### config.mk
export PLATFORM = sky130hd
export DESIGN_NAME = tower_grid_cursor
export DESIGN_NICKNAME = d
export VERILOG_FILES = /design/src/rtl/tower_grid_cursor.sv
export SDC_FILE = /design/constraint.sdc
export NUM_CORES = 1
export LEC_CHECK = 0
export CORE_AREA = 2 2 102 104
export DETAILED_ROUTE_END_ITERATION = 8
export DIE_AREA = 0 0 104 106
export DONT_BUFFER_PORTS = 1
export MAX_ROUTING_LAYER = met4
export SYNTH_ARGS = -nofsm -noshare
export SYNTH_HDL_FRONTEND = slang
export SYNTH_SLANG_ARGS = --single-unit
### constraint.sdc
create_clock -name clk -period 2.81 [get_ports clk]
set_input_delay 0.562 -clock clk [delete_from_list [all_inputs] [get_ports clk]]
set_output_delay 0.562 -clock clk [all_outputs]
set_load 0.1 [all_outputs]
### src/rtl/tower_grid_cursor.sv
// tower_grid_cursor: cursor and tower placement engine for a cell grid.
// Each accepted command redraws the affected cell(s) as a pixel stream
// with a valid/ready handshake.
// Optional build macro TOWER_GRID_SELL_EN compiles in the sell command;
// without it cmd_sell is ignored and towers are only cleared by reset.
module tower_grid_cursor #(
  parameter int         GRID_COLS     = 8,
  parameter int         GRID_ROWS     = 6,
  parameter int         CELL_SIZE     = 20,
  parameter logic [8:0] CURSOR_COLOUR = 9'h1C0,
  parameter logic [8:0] TOWER_COLOUR  = 9'h03F,
  parameter logic [8:0] BG_COLOUR     = 9'h000
) (
  input  logic       clk,
  input  logic       reset,
  input  logic       cmd_left,
  input  logic       cmd_right,
  input  logic       cmd_up,
  input  logic       cmd_down,
  input  logic       cmd_place,
  input  logic       cmd_sell,
  input  logic       pix_ready,
  output logic       pix_valid,
  output logic [7:0] pix_x,
  output logic [6:0] pix_y,
  output logic [8:0] pix_colour,
  output logic       busy,
  output logic [3:0] cur_col,
  output logic [2:0] cur_row,
  output logic       place_ok,
  output logic       place_err
);

  localparam int NCELL = GRID_COLS * GRID_ROWS;
  localparam int IW    = (NCELL > 1) ? $clog2(NCELL) : 1;
  localparam int CW    = (CELL_SIZE > 1) ? $clog2(CELL_SIZE) : 1;
  localparam logic [CW-1:0] PLAST    = CW'(CELL_SIZE - 1);
  localparam logic [3:0]    COL_LAST = 4'(GRID_COLS - 1);
  localparam logic [2:0]    ROW_LAST = 3'(GRID_ROWS - 1);

  typedef enum logic [1:0] {IDLE, ERASE, DRAW_TOWER, DRAW_CURSOR} state_t;

  state_t          state, state_nxt;
  logic [NCELL-1:0] occ;
  logic [CW-1:0]   px, py;
  logic [3:0]      tgt_col, tgt_col_d;
  logic [2:0]      tgt_row, tgt_row_d;
  logic [IW-1:0]   cell_idx;
  logic            cell_occ;
  logic            acc_place, acc_move;
  logic            hs, last_pix;
`ifdef TOWER_GRID_SELL_EN
  logic            acc_sell;
`else
  logic            unused_sell;
  assign unused_sell = cmd_sell;
`endif

  assign cell_idx = IW'(32'(cur_row) * GRID_COLS + 32'(cur_col));
  assign cell_occ = occ[cell_idx];
  assign hs       = pix_valid & pix_ready;
  assign last_pix = (px == PLAST) && (py == PLAST);

  // Command decode with fixed priority; target cell wraps at grid edges
  always_comb begin
    acc_place = 1'b0;
    acc_move  = 1'b0;
    tgt_col_d = cur_col;
    tgt_row_d = cur_row;
`ifdef TOWER_GRID_SELL_EN
    acc_sell  = 1'b0;
`endif
    if (cmd_place) acc_place = 1'b1;
`ifdef TOWER_GRID_SELL_EN
    else if (cmd_sell) acc_sell = 1'b1;
`endif
    else if (cmd_right) begin
      acc_move  = 1'b1;
      tgt_col_d = (cur_col == COL_LAST) ? 4'd0 : cur_col + 4'd1;
    end else if (cmd_left) begin
      acc_move  = 1'b1;
      tgt_col_d = (cur_col == 4'd0) ? COL_LAST : cur_col - 4'd1;
    end else if (cmd_down) begin
      acc_move  = 1'b1;
      tgt_row_d = (cur_row == ROW_LAST) ? 3'd0 : cur_row + 3'd1;
    end else if (cmd_up) begin
      acc_move  = 1'b1;
      tgt_row_d = (cur_row == 3'd0) ? ROW_LAST : cur_row - 3'd1;
    end
  end

  // State register
  always_ff @(posedge clk) begin
    if (reset) state <= IDLE;
    else       state <= state_nxt;
  end

  // Next-state: drawing states end on the handshake of their last pixel
  always_comb begin
    state_nxt = state;
    case (state)
      IDLE: begin
        if (acc_place) begin
          if (!cell_occ) state_nxt = DRAW_TOWER;
        end
`ifdef TOWER_GRID_SELL_EN
        else if (acc_sell) begin
          if (cell_occ) state_nxt = ERASE;
        end
`endif
        else if (acc_move) state_nxt = ERASE;
      end
      ERASE, DRAW_TOWER: if (hs && last_pix) state_nxt = DRAW_CURSOR;
      DRAW_CURSOR:       if (hs && last_pix) state_nxt = IDLE;
      default:           state_nxt = IDLE;
    endcase
  end

  // Cursor, occupancy, result pulses and in-cell pixel counters
  always_ff @(posedge clk) begin
    if (reset) begin
      occ       <= '0;
      cur_col   <= 4'd0;
      cur_row   <= 3'd0;
      tgt_col   <= 4'd0;
      tgt_row   <= 3'd0;
      px        <= '0;
      py        <= '0;
      place_ok  <= 1'b0;
      place_err <= 1'b0;
    end else begin
      place_ok  <= 1'b0;
      place_err <= 1'b0;
      if (state == IDLE) begin
        px      <= '0;
        py      <= '0;
        tgt_col <= tgt_col_d;
        tgt_row <= tgt_row_d;
        if (acc_place) begin
          if (cell_occ) place_err <= 1'b1;
          else begin
            occ[cell_idx] <= 1'b1;
            place_ok      <= 1'b1;
          end
        end
`ifdef TOWER_GRID_SELL_EN
        else if (acc_sell) begin
          if (cell_occ) begin
            occ[cell_idx] <= 1'b0;
            place_ok      <= 1'b1;
          end else place_err <= 1'b1;
        end
`endif
      end else if (hs) begin
        if (last_pix) begin
          px <= '0;
          py <= '0;
          // The cursor moves only once the old cell has been erased
          if (state == ERASE) begin
            cur_col <= tgt_col;
            cur_row <= tgt_row;
          end
        end else if (px == PLAST) begin
          px <= '0;
          py <= py + 1'b1;
        end else if (state == DRAW_CURSOR && py != '0 && py != PLAST) begin
          // Interior rows of the border: jump from left edge to right edge
          px <= PLAST;
        end else begin
          px <= px + 1'b1;
        end
      end
    end
  end

  // Pixel stream outputs; everything reads zero while idle
  always_comb begin
    busy       = (state != IDLE);
    pix_valid  = busy;
    pix_x      = 8'd0;
    pix_y      = 7'd0;
    pix_colour = 9'd0;
    if (busy) begin
      pix_x = 8'(32'(cur_col) * CELL_SIZE + 32'(px));
      pix_y = 7'(32'(cur_row) * CELL_SIZE + 32'(py));
      case (state)
        ERASE:       pix_colour = cell_occ ? TOWER_COLOUR : BG_COLOUR;
        DRAW_TOWER:  pix_colour = TOWER_COLOUR;
        DRAW_CURSOR: pix_colour = CURSOR_COLOUR;
        default:     pix_colour = BG_COLOUR;
      endcase
    end
  end

endmodule

**Yosys cells after proc, flatten, opt, wreduce, memory -nomap -nowiden**

Cells that the tools add are included.
Widths: inputs -> output; s select.

- Equal/unequal tests: 12
- $lt $le $gt $ge: 2
- Mux-type cells: 40
- Add/subtract/negate cells: 9
- Reduce and logical (&&, ||, !) cells: 18
- Bitwise logic cells: 5
- $mul: 2

Operator list:

| operator | number |
|---|---|
| $or 48x48->48 | 1 |
| $pmux 9 s3 | 1 |
| $mux 5 | 5 |
| $mux 3 | 7 |
| $mux 4 | 5 |
| $add 5x1->5 const B | 2 |
| $eq 5x5->1 const B | 2 |
| $mux 1 | 10 |
| $mux 2 | 5 |
| $mux 9 | 1 |
| $add 8x5->8 | 1 |
| $mux 8 | 1 |
| $reduce_and 4->1 | 2 |
| $add 7x5->7 | 1 |
| $lt 6x7->1 const B | 1 |
| $mux 7 | 1 |
| $add 6x4->6 | 1 |
| $bmux 1 s6 | 1 |
| $demux 1 s6 | 1 |
| $ge 6x1->1 const B | 1 |
| $mul 4x3->6 const B | 1 |
| $mux 6 | 1 |
| $ne 3x3->1 const B | 2 |
| $pmux 2 s3 | 1 |
| other kinds (23) | 33 |

- Register bits: 76
- Word-level logic and storage cells: 98
- Output and inout bits: 35
- Bits of input ports: 9

**Logic depth before layout (Yosys ltp)**

- Depth after elaboration: 8
- Mapped depth: 10
- Mapped depth without buffers: 8

**Worst setup path before layout**

OpenSTA, ideal clock, no wires.

- Kind: reg2out
- Start: reg cur_col[3]
- End: out pix_x[7]
- Slack: -1.790 ns
- Path buffers: 0
- Stages on the path, launching flop included: 7
- Data required time: 2.248 ns
- Arrival: 4.038 ns
- Cell sequence: dfxtp_1 -> ha_1 -> ha_1 -> fa_1 -> xor2_1 -> or3_1 -> a21oi_1

- Longest elaborated chain between the ends: 3

Ends and longest elaborated chain:

| item | RTL line | source |
|---|---|---|
| start: declaration | 28 | `output logic [3:0] cur_col,` |
| start signal: assignment | 160 | `cur_col <= tgt_col;` |
| $mul 4x3->6 | 184 | `pix_x = 8'(32'(cur_col) * CELL_SIZE + 32'(px));` |
| $add 8x5->8 | 184 |  |
| $mux 8 | 183 | `if (busy) begin` |
| end: declaration | 24 | `output logic [7:0] pix_x,` |

No other way between the ends.

**Final worst setup path**

- Start: reg cur_col[0]
- End: out pix_x[7]

The elaborated chain is that of the path after synthesis.

==> reports/qor.txt <==
Worst IR drop on VDD - 0.360 mV
P_sw - 1370 uW
Htree depth - 3
Clock skew - 7.86 ps
CTS Buf Count - 9
Pre-CTS WS - 98.6 ps
Die Wd - 104 um
Final hold vios - 0
Initial drt markers - 130
Post-Syn Instances - 498
Clock sinks - 76
Crit-path slowest cell - fa_2
Core ar. - 10000 sq um
Routed wire per std cell - 16.0 um
Clock transition at path regs - 90 ps
Part of the Yosys area used for sequential elements - 0.349
DRC errors left - 0
Largest family of logic cells by synthesized area - compound AO/OA/AOI/OAI gates
Most frequent cells in the layout - dfxtp_1, inv_1, o32ai_1
Int Power - 1790 uW
Vias per inst - 5.47
Switching Share - 0.433
Asr flop ratio synth - 0
Violated checks - negative setup slack
Clock share of power - 0.259
Yosys top cell by area - dfxtp_1
Synth top area share - 0.349
Vias in the first global route - 3550
Slew HR - 0.372
Top delay family on crit path - adder cells
Power per cell area - 584 nW/um^2
Synthesized cell area - 4360 sq um
Initial core utilization - 0.436
Crit-path cells - buf_6 -> ha_4 -> ha_4 -> fa_2 -> nand2_2 -> or3_4 -> a21oi_4 -> buf_12
CP Max Fanout - 6
Die height - 106 um
Total track usage - 0.199
Leakage - 0.00190 uW
Drt first pass iters - 4
Xor and xnor fraction of the mapped netlist area - 0.0244
Placed cell count - 634
Comb pwr share - 0.361
CTS root buf - clkbuf_8
Worst EP required - 2250 ps
MaxCap Viol Count - 0
Clock Latency Late Sink - 360 ps
WS Path Type - flip-flop to primary output
Commonest non-fill, non-tap cell in the layout - dfxtp_1
Worst path bufs/invs - 2
Post-synthesis net count - 533
Largest net degree at the start of global routing - 71
Die ar. - 11000 sq um
Setup slack after layout - -306 ps
Post-synth EDFFs - 0
Syn Area/Cell - 8.76 sq um
Ant. Diodes - 0
Vias - 3650
Slowest cell delay on critical path - 590 ps
RSZ-0062 raised after global routing - true
GRT overflow - 0
Post-Synth Simple-Gate Area - 0.164
Most used cell, CP - ha_4
IO Port Bufs - 0
Final Setup Violations - 7
Post-synthesis mux area share - 0.0745
Ratio of cells with drive above 1 in the final layout - 0.250
Run status - finished with violations
Power share of the sequential group - 0.380
Synth Area in Compound Gates - 0.201
Final GP Congestion - 0.834
Area contributors post-synth - dfxtp_1, o32ai_1, ha_1
Final ANT Viol Nets - 0
Tcrit/Tclk final - 1.11
Final Critical Period - 3120 ps
Core Util, Final - 0.541
Area Overhead vs Synth - 23.9%
Synth Flop Type - dfxtp_1
DPL Wire Length - 7160 um
Seq cells post-synth - 76
Hold WC Path Type - input port to flip-flop
Startpoint class of the critical path - flip-flop
Final std cells w/o fill - 667
Setup crit end kind - primary output
CTS tree - yes
Global-route wire length before repair - 17400 um
Drt total wl - 10700 um
Worst EP arrival - 2550 ps
Unique masters post-synth - 63
Nets@finish - 561
Slew @ Worst Pin - 940 ps
Pins Over Slew Limit - 0
Initial antenna violation count - 0
Std cell rows - 37
Fmax - 321 MHz
Synth Area in Adders - 0.0797
Clock buffer depth - 2
Yosys warnings - 0
Io pins - 44
[final timing paths]
| path | depth (start not counted) | slack, ps | from | endpoint |
|---|---|---|---|---|
| setup / recovery | 8 | -310 | cur_col[0]$_SDFFE_PP0P_ | pix_x[7] |
| hold / removal | 1 | 280 | reset | cur_col[2]$_SDFFE_PP0P_ |
| setup reg to reg | 11 | 310 | cur_col[0]$_SDFFE_PP0P_ | tgt_col[0]$_SDFFE_PP0P_ |
| hold reg to reg | 2 | 450 | tgt_row[0]$_SDFFE_PP0P_ | tgt_row[0]$_SDFFE_PP0P_ |
[power by group through the flow]
stage          sequential [uW]  clock [uW]  combinational [uW]
2_1_floorplan             1210           0                1080
3_3_place_gp              1220           0                1120
3_5_place_dp              1220           0                1130
4_1_cts                   1200         838                1140
5_1_grt                   1210         878                1210
6_report                  1200         819                1140
[repair_timing]
| action | CTS | global route |
|---|---|---|
| endpoints found under the setup margin | 10 | 10 |
| buffers inserted | 6 | 11 |
| gates resized for setup | 11 | 17 |
| hold buffers | 0 | 0 |
| pin swaps | 1 | 6 |
[through the flow]
| step | hold WS [ps] | setup TNS [ps] | power, uW | cell area, sq um |
|---|---|---|---|---|
| finish | 278 | -1580 | 3160 | 5410 |
| global route | 256 | -2400 | 3290 | 5410 |
| CTS | 258 | -1710 | 3180 | 5240 |
| detailed placement | 442 | 0 | 2360 | 4970 |
| global placement | 437 | 0 | 2340 | 4970 |
| floorplan | 431 | -2470 | 2290 | 4570 |
[worst register-to-register path, cell delays in order (launching register included)]
cell	delay, ps
dfxtp_4	380
buf_4	140
buf_4	170
buf_4	170
inv_2	80
ha_1	190
or3b_1	350
a21oi_1	150
nor2_1	50
a2111oi_0	410
a21oi_1	120
a211oi_1	230
[state kept, by name (all words and copies together), names as in the netlist]
signal,cells
cur_col,4
cur_row,3
occ,48
place_err,1
place_ok,1
px,5
py,5
state,2
tgt_col,4
tgt_row,3
[per-layer routing]
layer / wire length [um] / track usage / share of wire / up-vias
met2: 5460 / 0.343 / 0.51 / 72
li1: - / - / - / 1833
met3: 417 / 0.0417 / 0.039 / 15
met1: 4640 / 0.233 / 0.43 / 1730
met4: 185 / 0.0647 / 0.017 / 0
met5: 0 / - / 0 / -
[area by class of cell]
| class | count | area (sq um) |
|---|---|---|
| tap | 136 | 170 |
| multi-input combinational | 323 | 2590 |
| timing repair buffer | 57 | 681 |
| clock buffer | 11 | 153 |
| sequential | 76 | 1550 |
| fill | 901 | 4590 |
| clock inverter | 5 | 41.3 |
| inverter | 59 | 225 |
[synth_stat cells, drive strengths merged, types with 2 or more instances]
master  number
o22ai        9
or3          2
nand3b       5
o32ai       48
mux2i       28
nor2b       14
nand2b       5
xor2         6
o21ai        8
mux2         2
a221oi       4
nand3        8
nand2       27
and3         2
o21bai       4
xnor2        4
a21oi       22
a31oi        3
clkbuf      16
nand4        2
or2          3
nor3        12
o211a        2
dfxtp       76
a21o         3
nor3b        2
fa           3
and2         3
nor2        43
a211oi       4
inv         59
ha          23
a22oi        3
buf         24
[logic make-up after synthesis]
logic type	Yosys count
AND/OR/NAND/NOR	138
AO/OA/AOI/OAI	118
adder cells (fa/ha/maj)	26
buffers and inverters	99
multiplexers	31
flip-flops	76
XOR/XNOR	10
Note: power is estimated with default switching activity, not from simulation.
